### src/rtl/fmul_pkg.sv
// Shared types and helpers for the pipelined floating-point multiplier.
// Flag bit positions, qNaN payload pattern and operand classification.
package fmul_pkg;

   localparam int FLAG_INVALID   = 3;
   localparam int FLAG_OVERFLOW  = 2;
   localparam int FLAG_UNDERFLOW = 1;
   localparam int FLAG_INEXACT   = 0;

   typedef struct packed {
      logic is_zero;
      logic is_inf;
      logic is_nan;
      logic is_snan;
   } fclass_t;

   function automatic logic [63:0] qnan_frac(input int frac_w);
      return 64'(1) << (frac_w - 1);
   endfunction

   // Subnormals classify as zero; the fraction is ignored when exp is 0.
   function automatic fclass_t classify(input logic [63:0] ex,
                                        input logic [63:0] fr,
                                        input int          exp_w,
                                        input int          frac_w);
      logic [63:0] emask;
      logic [63:0] fmask;
      logic [63:0] msb;
      logic        e_zero;
      logic        e_ones;
      logic        f_zero;
      fclass_t     c;
      emask     = (64'(1) << exp_w) - 64'(1);
      fmask     = (64'(1) << frac_w) - 64'(1);
      msb       = fr >> (frac_w - 1);
      e_zero    = (ex & emask) == 64'(0);
      e_ones    = (ex & emask) == emask;
      f_zero    = (fr & fmask) == 64'(0);
      c.is_zero = e_zero;
      c.is_inf  = e_ones & f_zero;
      c.is_nan  = e_ones & ~f_zero;
      c.is_snan = e_ones & ~f_zero & ~msb[0];
      return c;
   endfunction

endpackage

### src/rtl/fmul_sig_mult.sv
// Unsigned significand multiplier, purely combinational.
// The parent registers the product; swap in a carry-save tree freely.
module fmul_sig_mult #(
   parameter int W = 24
) (
   input  logic [W-1:0]   a,
   input  logic [W-1:0]   b,
   output logic [2*W-1:0] p
);

   assign p = (2*W)'(a) * (2*W)'(b);

endmodule

### src/rtl/fmul_pipe.sv
// Three-stage floating-point multiplier with valid/ready and tag pass-through.
// Define FMUL_RNE_EN for round-to-nearest-even; otherwise truncates.
module fmul_pipe
   import fmul_pkg::*;
#(
   parameter int EXP_W  = 8,
   parameter int FRAC_W = 23,
   parameter int TAG_W  = 4
) (
   input  logic                    clk,
   input  logic                    rst_n,
   input  logic                    in_valid,
   output logic                    in_ready,
   input  logic [EXP_W+FRAC_W:0]   a,
   input  logic [EXP_W+FRAC_W:0]   b,
   input  logic [TAG_W-1:0]        in_tag,
   output logic                    out_valid,
   input  logic                    out_ready,
   output logic [EXP_W+FRAC_W:0]   result,
   output logic [TAG_W-1:0]        out_tag,
   output logic [3:0]              out_flags
);

   localparam int W  = EXP_W + FRAC_W + 1;
   localparam int MW = FRAC_W + 1;
   localparam int PW = 2 * MW;
   localparam int EW = EXP_W + 2;

   localparam logic [EW-1:0] BIAS = EW'((1 << (EXP_W - 1)) - 1);
   localparam logic [EW-1:0] EMAX = {2'b00, {EXP_W{1'b1}}};
   localparam logic [EW-1:0] EONE = EW'(1);

   typedef struct packed {
      logic             valid;
      logic [TAG_W-1:0] tag;
      logic             sign;
      logic             special;
      logic [W-1:0]     spec_res;
      logic             spec_inv;
      logic [EW-1:0]    exp;
      logic [MW-1:0]    ma;
      logic [MW-1:0]    mb;
   } s1_t;

   typedef struct packed {
      logic             valid;
      logic [TAG_W-1:0] tag;
      logic             sign;
      logic             special;
      logic [W-1:0]     spec_res;
      logic             spec_inv;
      logic [EW-1:0]    exp;
      logic [PW-1:0]    prod;
   } s2_t;

   s1_t              s1_q, s1_d;
   s2_t              s2_q, s2_d;
   logic             out_valid_q, out_valid_d;
   logic [W-1:0]     result_q, result_d;
   logic [TAG_W-1:0] tag_q, tag_d;
   logic [3:0]       flags_q, flags_d;

   logic             advance;
   fclass_t          ca, cb;
   logic [W-1:0]     qnan;
   logic [PW-1:0]    prod_w;

   assign advance   = ~out_valid_q | out_ready;
   assign in_ready  = advance;
   assign out_valid = out_valid_q;
   assign result    = result_q;
   assign out_tag   = tag_q;
   assign out_flags = flags_q;

   assign qnan = {1'b0, {EXP_W{1'b1}}, FRAC_W'(qnan_frac(FRAC_W))};

   fmul_sig_mult #(.W(MW)) u_sig_mult (
      .a (s1_q.ma),
      .b (s1_q.mb),
      .p (prod_w)
   );

   // S1: classify, resolve specials, sign and biased exponent sum.
   always_comb begin
      ca   = classify(64'(a[W-2 -: EXP_W]), 64'(a[FRAC_W-1:0]),
                      EXP_W, FRAC_W);
      cb   = classify(64'(b[W-2 -: EXP_W]), 64'(b[FRAC_W-1:0]),
                      EXP_W, FRAC_W);
      s1_d = s1_q;
      if (advance) begin
         s1_d.valid    = in_valid;
         s1_d.tag      = in_tag;
         s1_d.sign     = a[W-1] ^ b[W-1];
         s1_d.exp      = {2'b00, a[W-2 -: EXP_W]}
                       + {2'b00, b[W-2 -: EXP_W]} - BIAS;
         s1_d.ma       = {1'b1, a[FRAC_W-1:0]};
         s1_d.mb       = {1'b1, b[FRAC_W-1:0]};
         s1_d.special  = 1'b1;
         s1_d.spec_inv = 1'b0;
         s1_d.spec_res = qnan;
         if (ca.is_nan | cb.is_nan) begin
            s1_d.spec_inv = ca.is_snan | cb.is_snan;
         end else if ((ca.is_inf & cb.is_zero) |
                      (cb.is_inf & ca.is_zero)) begin
            s1_d.spec_inv = 1'b1;
         end else if (ca.is_inf | cb.is_inf) begin
            s1_d.spec_res = {a[W-1] ^ b[W-1], {EXP_W{1'b1}},
                             {FRAC_W{1'b0}}};
         end else if (ca.is_zero | cb.is_zero) begin
            s1_d.spec_res = {a[W-1] ^ b[W-1], {(W-1){1'b0}}};
         end else begin
            s1_d.special  = 1'b0;
         end
      end
   end

   // S2: capture the significand product.
   always_comb begin
      s2_d = s2_q;
      if (advance) begin
         s2_d.valid    = s1_q.valid;
         s2_d.tag      = s1_q.tag;
         s2_d.sign     = s1_q.sign;
         s2_d.special  = s1_q.special;
         s2_d.spec_res = s1_q.spec_res;
         s2_d.spec_inv = s1_q.spec_inv;
         s2_d.exp      = s1_q.exp;
         s2_d.prod     = prod_w;
      end
   end

   logic [PW-1:0]     norm;
   logic [FRAC_W-1:0] frac;
   logic              r_bit;
   logic              s_bit;
   logic              inc;
   logic [FRAC_W:0]   rnd;
   logic [EW-1:0]     e_adj;
   logic              ovf;
   logic              unf;

   // S3: normalise so the leading one sits at the top, then round.
   always_comb begin
      norm  = s2_q.prod[PW-1] ? s2_q.prod : s2_q.prod << 1;
      frac  = norm[PW-2 -: FRAC_W];
      r_bit = norm[FRAC_W];
      s_bit = |norm[FRAC_W-1:0];
`ifdef FMUL_RNE_EN
      inc   = r_bit & (s_bit | frac[0]);
`else
      inc   = 1'b0;
`endif
      rnd   = {1'b0, frac} + {{FRAC_W{1'b0}}, inc};
      e_adj = s2_q.exp + EW'(s2_q.prod[PW-1]) + EW'(rnd[FRAC_W]);
      ovf   = $signed(e_adj) >= $signed(EMAX);
      unf   = $signed(e_adj) < $signed(EONE);

      out_valid_d = out_valid_q;
      result_d    = result_q;
      tag_d       = tag_q;
      flags_d     = flags_q;
      if (advance) begin
         out_valid_d = s2_q.valid;
         tag_d       = s2_q.tag;
         flags_d     = 4'b0000;
         if (s2_q.special) begin
            result_d                = s2_q.spec_res;
            flags_d[FLAG_INVALID]   = s2_q.spec_inv;
         end else if (ovf) begin
            result_d = {s2_q.sign, {EXP_W{1'b1}}, {FRAC_W{1'b0}}};
            flags_d[FLAG_OVERFLOW]  = 1'b1;
            flags_d[FLAG_INEXACT]   = 1'b1;
         end else if (unf) begin
            result_d = {s2_q.sign, {(W-1){1'b0}}};
            flags_d[FLAG_UNDERFLOW] = 1'b1;
            flags_d[FLAG_INEXACT]   = 1'b1;
         end else begin
            result_d = {s2_q.sign, e_adj[EXP_W-1:0], rnd[FRAC_W-1:0]};
            flags_d[FLAG_INEXACT]   = r_bit | s_bit;
         end
      end
   end

   always_ff @(posedge clk or negedge rst_n) begin
      if (!rst_n) begin
         s1_q        <= '0;
         s2_q        <= '0;
         out_valid_q <= 1'b0;
         result_q    <= '0;
         tag_q       <= '0;
         flags_q     <= '0;
      end else begin
         s1_q        <= s1_d;
         s2_q        <= s2_d;
         out_valid_q <= out_valid_d;
         result_q    <= result_d;
         tag_q       <= tag_d;
         flags_q     <= flags_d;
      end
   end

endmodule

### config.mk
export PLATFORM = sky130hd
export DESIGN_NAME = fmul_pipe
export DESIGN_NICKNAME = d
export VERILOG_FILES = /design/src/rtl/fmul_pkg.sv /design/src/rtl/fmul_sig_mult.sv /design/src/rtl/fmul_pipe.sv
export SDC_FILE = /design/constraint.sdc
export NUM_CORES = 2
export LEC_CHECK = 0
export ABC_AREA = 1
export CORE_MARGIN = 5
export CORE_UTILIZATION = 55
export DETAILED_ROUTE_END_ITERATION = 8
export PLACE_DENSITY = 0.86
export SLEW_MARGIN = 30
export SYNTH_ARGS = -nofsm -noshare
export SYNTH_HDL_FRONTEND = slang
export SYNTH_SLANG_ARGS = --single-unit
export TNS_END_PERCENT = 100
### constraint.sdc
create_clock -name clk -period 6 [get_ports clk]
set_input_delay 1.2 -clock clk [delete_from_list [all_inputs] [get_ports clk]]
set_output_delay 1.2 -clock clk [all_outputs]
set_load 0.005 [all_outputs]
## Word-level counts from Yosys, hierarchy flattened

Index checks and enable logic that the tools add are counted.

| storage, ports and cells | value |
|---|---|
| register bits after elaboration | 237 |
| bits in latches | 0 |
| bits in writable memories | 0 |
| bits in read-only memories | 0 |
| input port bits | 72 |
| output and inout port bits | 42 |
| logic and storage cells | 74 |
| memories | 0 |

| cells by class | value |
|---|---|
| add/sub/neg operators | 3 |
| $mul | 1 |
| div/mod/pow operators | 0 |
| order comparisons | 2 |
| equal/unequal tests | 2 |
| shift operators | 0 |
| multiplexer cells | 19 |
| bitwise gates (word level) | 21 |
| reduce and logical (&&, ||, !) cells | 5 |

Operators by type and width:

| kind | number |
|---|---|
| 64-bit logical NOT | 4 |
| 32-bit two-way mux | 3 |
| 33-bit two-way mux | 2 |
| 31-bit two-way mux | 2 |
| 24-bit by 24-bit multiplier with 48-bit output | 1 |
| 47-bit two-way mux | 1 |
| 23-bit OR reduction | 1 |
| 8-bit == test (second input constant) | 2 |
| 10-bit by 1-bit adder with 10-bit output | 1 |
| 10-bit by 9-bit >= comparator with 1-bit output (second input constant) | 1 |
| 10-bit by 2-bit < comparator with 1-bit output (second input constant) | 1 |
| 1-bit two-way mux | 10 |
| 9-bit by 7-bit subtractor with 10-bit output (second input constant) | 1 |
| 8-bit by 8-bit adder with 9-bit output | 1 |
| 1-bit bitwise AND | 8 |
| 1-bit bitwise OR | 7 |
| 1-bit NOT | 5 |
| 3-bit two-way mux | 1 |
| 1-bit bitwise XOR | 1 |

## Logic depth before layout (Yosys ltp)

| logic depth | value |
|---|---|
| depth after elaboration | 6 |
| depth in mapped cells | 31 |
| depth with buffers taken out | 29 |

## Modules after synthesis

From an unflattened synthesis, not the netlist that was laid out.

| second synthesis, totals | value |
|---|---|
| cell total of the unflattened synthesis | 3885 |
| area, all modules | 28760.1 sq um |

By module, submodules not included:

| module | times used | cells an instance | area an instance (sq um) | seq. area each (sq um) |
|---|---|---|---|---|
| fmul_sig_mult | 1 | 2876 | 20613.5 | 0.0 |
| fmul_pipe | 1 | 1009 | 8146.6 | 4454.3 |

## Worst setup path before layout

No wires, ideal clock.

| path | value |
|---|---|
| kind | register -> register |
| start | reg s1_q[37] (netlist name) |
| end | reg s2_q[28] (netlist name) |
| setup time | 130 ps |
| arrival time | 5845 ps |
| required time | 5870 ps |
| setup slack | 25 ps |
| stages on the path, launching flop included | 28 |
| buffers on the path | 2 |
| period minus slack after synthesis | 5975 ps |
| cell sequence | dfrtp_1 clkbuf_1 clkbuf_1 nand2_1 fa_1 inv_1 fa_1 inv_1 fa_1 inv_1 fa_1 inv_1 fa_1 inv_1 fa_1 inv_1 fa_1 inv_1 ha_1 nand2_1 nor2_1 nand2_1 nand2_1 nand2_1 nand3_1 or2_2 nand3_1 o21ai_0 |

| between the ends | value |
|---|---|
| cells in the longest elaborated chain, start to end | 1 |

Ends and longest elaborated chain:

| item | line | text |
|---|---|---|
| start: declaration | fmul_pipe.sv:56 | `s1_t s1_q, s1_d;` |
| start signal: assignment | fmul_pipe.sv:186 | `s1_q <= '0;` |
| start signal: assignment | fmul_pipe.sv:193 | `s1_q <= s1_d;` |
| 24-bit by 24-bit multiplier with 48-bit output | fmul_sig_mult.sv:11 | `assign p = (2*W)'(a) * (2*W)'(b);` |
| end signal: assignment | fmul_pipe.sv:187 | `s2_q <= '0;` |
| end signal: assignment | fmul_pipe.sv:194 | `s2_q <= s2_d;` |
| end: declaration | fmul_pipe.sv:57 | `s2_t s2_q, s2_d;` |

Every way passes these cells.
A chain may end at the register's enable or synchronous reset.

## Final worst setup path

| path | value |
|---|---|
| start | reg s1_q[9] (netlist name) |
| end | reg s2_q[40] (netlist name) |

Same word-level chain as after synthesis.

==> impl_metrics.json <==
{
  "r2r_cells": 28,
  "totalWireLength_microns": 90830,
  "synthSimpleGateAreaFrac_pct": 20.81,
  "worst_pin_slew_ns": 0.8890,
  "hold_viol": 0,
  "dp_cells": 4663,
  "multi_input_area_sq_mm": 0.02075,
  "async_reset_ff_share_pct": 100.0,
  "antenna_found_initial": 0,
  "grt_max_degree": 197,
  "grtUsageTotal_pct": 29.56,
  "drcViolationCount": 0,
  "fmax_mhz": 157.4,
  "cts_buffer_depth": 2,
  "synth_cell_types": 38,
  "slowest_stage": "fa_1",
  "coreArea_sq_mm": 0.05141,
  "ant_nets": 0,
  "seq_area_sq_mm": 0.004476,
  "num_rows": 83,
  "hpwl_microns": 62430,
  "synth_warnings": 0,
  "vias_per_cell": 5.543,
  "critPathMaxFanout": 11,
  "synth-main-ff-cell": "dfrtp_1",
  "synth_area_per_cell_sq_um": 7.445,
  "maxCapViolCount": 0,
  "outcome": "finished, violations left",
  "overflow": 0,
  "cts_root_buf": "clkbuf_16",
  "r2r_start": "s1_q[9]",
  "nets": 4803,
  "fin_ws_ns": -0.3517,
  "post_drt_wl_per_cell_microns": 19.12,
  "cp-start-kind": "flip-flop",
  "synthesis.nets": 4586,
  "diodes": 0,
  "setup.worst_path.start": "s1_q[9]",
  "finish.instance_area_sq_mm": 0.03456,
  "place_area_sq_mm": 0.03184,
  "synth_compound_area_share_pct": 4.022,
  "port_buffers": 113,
  "nFillCells": 3579,
  "syn2layout_area_growth_pct": 20.88,
  "synth_xor_area_share_pct": 0.6433,
  "holdPathEnd": "out_valid",
  "setup_viol": 32,
  "arrival_ns": 6.75,
  "critPathKind": "flip-flop to flip-flop",
  "yosysMostFrequentCell": "nand2_1",
  "die-area_sq_mm": 0.05664,
  "hp-start": "s2_q[97]",
  "grt_pass1_vias": 26830,
  "first_pass_iters": 8,
  "slew_headroom_pct": 40.73,
  "path_buf_inv": 9,
  "die_y_microns": 238.0,
  "synth_top_family_by_area": "adder cells",
  "rsz0062_at_grt": "yes",
  "insertion_delay_ns": 0.52,
  "drive_gt1_share_pct": 16.66,
  "htreeDepth": 4,
  "synth_fa_ha_area_share_pct": 42.18,
  "hold_depth": 2,
  "cts_tree": "built",
  "synth_mux_area_share_pct": 0,
  "r2r_slack_ns": -0.35,
  "start_util_pct": 55.62,
  "yosysTopAreaCell": "fa_1",
  "numCtsBuffers": 17,
  "ys_top_cells_by_area": "fa_1 34%, nand2_1 16%, dfrtp_1 16%",
  "min_period_ns": 6.352,
  "cts.sinks": 178,
  "drv_slew": 0,
  "netlist_area_sq_mm": 0.02859,
  "netlist_instances": 3840,
  "hold_class": "flip-flop to flip-flop",
  "drtIter0Drc": 2998,
  "synth_seq_cells": 178,
  "timing.final.crit_share_pct": 105.9,
  "fin_cells": 4750,
  "yosys.area.top_type_share_pct": 33.82,
  "reg2reg_to": "s2_q[40]",
  "ys_seq_area_share_pct": 15.58,
  "violations": "setup timing",
  "cp-end-kind": "flip-flop",
  "crit_family": "adder cells",
  "path_clk_slew_ns": 0.10,
  "routabilityCongestion": 0.9613,
  "yosys-top-cells-count": "1206 x nand2_1, 1082 x inv_1, 483 x fa_1, 191 x ha_1, 178 x dfrtp_1",
  "routed-via-count": 26330,
  "die_w_microns": 238.0,
  "io_pins": 114,
  "grt_pass1_wl_microns": 134500,
  "timing.clock.skew_ns": 0.02197,
  "synth_edf_count": 0,
  "slowest_delay_ns": 0.60,
  "required_ns": 6.40
}
==> worst register-to-register path, delay by kind of cell, from the launching register on <==
kind                     cells  cell delay, ns
flip-flops                   1            0.45
AND/OR/NAND/NOR             11            0.95
adder cells (fa/ha/maj)      8            3.99
buffers and inverters        9            0.86
==> metal layers <==
layer | track usage [%] | share of wire [%] | vias to the layer above
met5 | 0 | 0 | -
met4 | 14.97 | 8.1 | 0
met3 | 7.998 | 11 | 632
met2 | 48.58 | 46 | 1821
met1 | 36.13 | 35 | 12500
li1 | - | - | 11380
==> flip-flops by register name, indices dropped and copies added, names as in the netlist <==
name       cells
s1_q          68
out_flags      4
s2_q          69
out_tag        4
out_valid      1
result        32
==> cell type report <==
cell class | instances | area share [%]
sequential | 178 | 12.95
tap | 680 | 2.462
clock buffer | 17 | 1.231
multi-input combinational | 2390 | 60.05
clock inverter | 15 | 0.5395
inverter | 1085 | 11.81
timing repair buffer | 385 | 10.96
==> what timing repair did <==
item	CTS	global route
buffers inserted	29	25
pin swaps	42	132
hold buffers	0	0
gates cloned	0	3
resized for setup	164	307
setup endpoints to repair	34	36
==> worst max-delay path by stage <==
stage                          end  slack [ns]  depth (start not counted)
after floorplan           s2_q[28]        0.03                         27
final                     s2_q[40]       -0.35                         28
after detailed placement  s2_q[39]       -0.41                         24
after CTS                 s2_q[28]       -0.03                         27
after global placement    s2_q[39]       -0.32                         23
after global routing      s2_q[41]       -0.46                         27
==> cells by family after synthesis <==
family / count (synthesis)
AO/OA/AOI/OAI: 207
flip-flops: 178
adder cells (fa/ha/maj): 674
AND/OR/NAND/NOR: 1488
XOR/XNOR: 21
buffers and inverters: 1272
==> cell usage in the layout (no fill, tap or decap), drive strengths merged, types with 9 or more instances in the layout <==
cell type	netlist	routed
buf	12	269
o21ai	128	128
ha	191	191
nand4	43	43
a21oi	49	49
nand3	90	90
nand3b	15	15
nand2	1211	1211
nor3	9	9
fa	483	483
clkdlybuf4s50	0	112
clkbuf	175	21
nor4	10	10
xnor2	18	18
dfrtp	178	178
inv	1084	1094
nor2	103	103
o21a	11	11
==> metrics by stage <==
step	setup TNS (ns)	hold WS [ns]	worst slack, ns	utilization [%]
after detailed placement	-8.555	0.4527	-0.4072	61.94
after CTS	-0.09253	0.4738	-0.03483	64.90
after floorplan	0	0.4198	0.02504	-
final	-7.330	0.4657	-0.3517	67.23
after global placement	-5.909	0.4388	-0.3208	61.94
after global routing	-11.70	0.4882	-0.4645	67.23
Power is left out: the tool's default activity adds up to more than one toggle a clock period on the data nets, which glitch-free logic cannot reach.
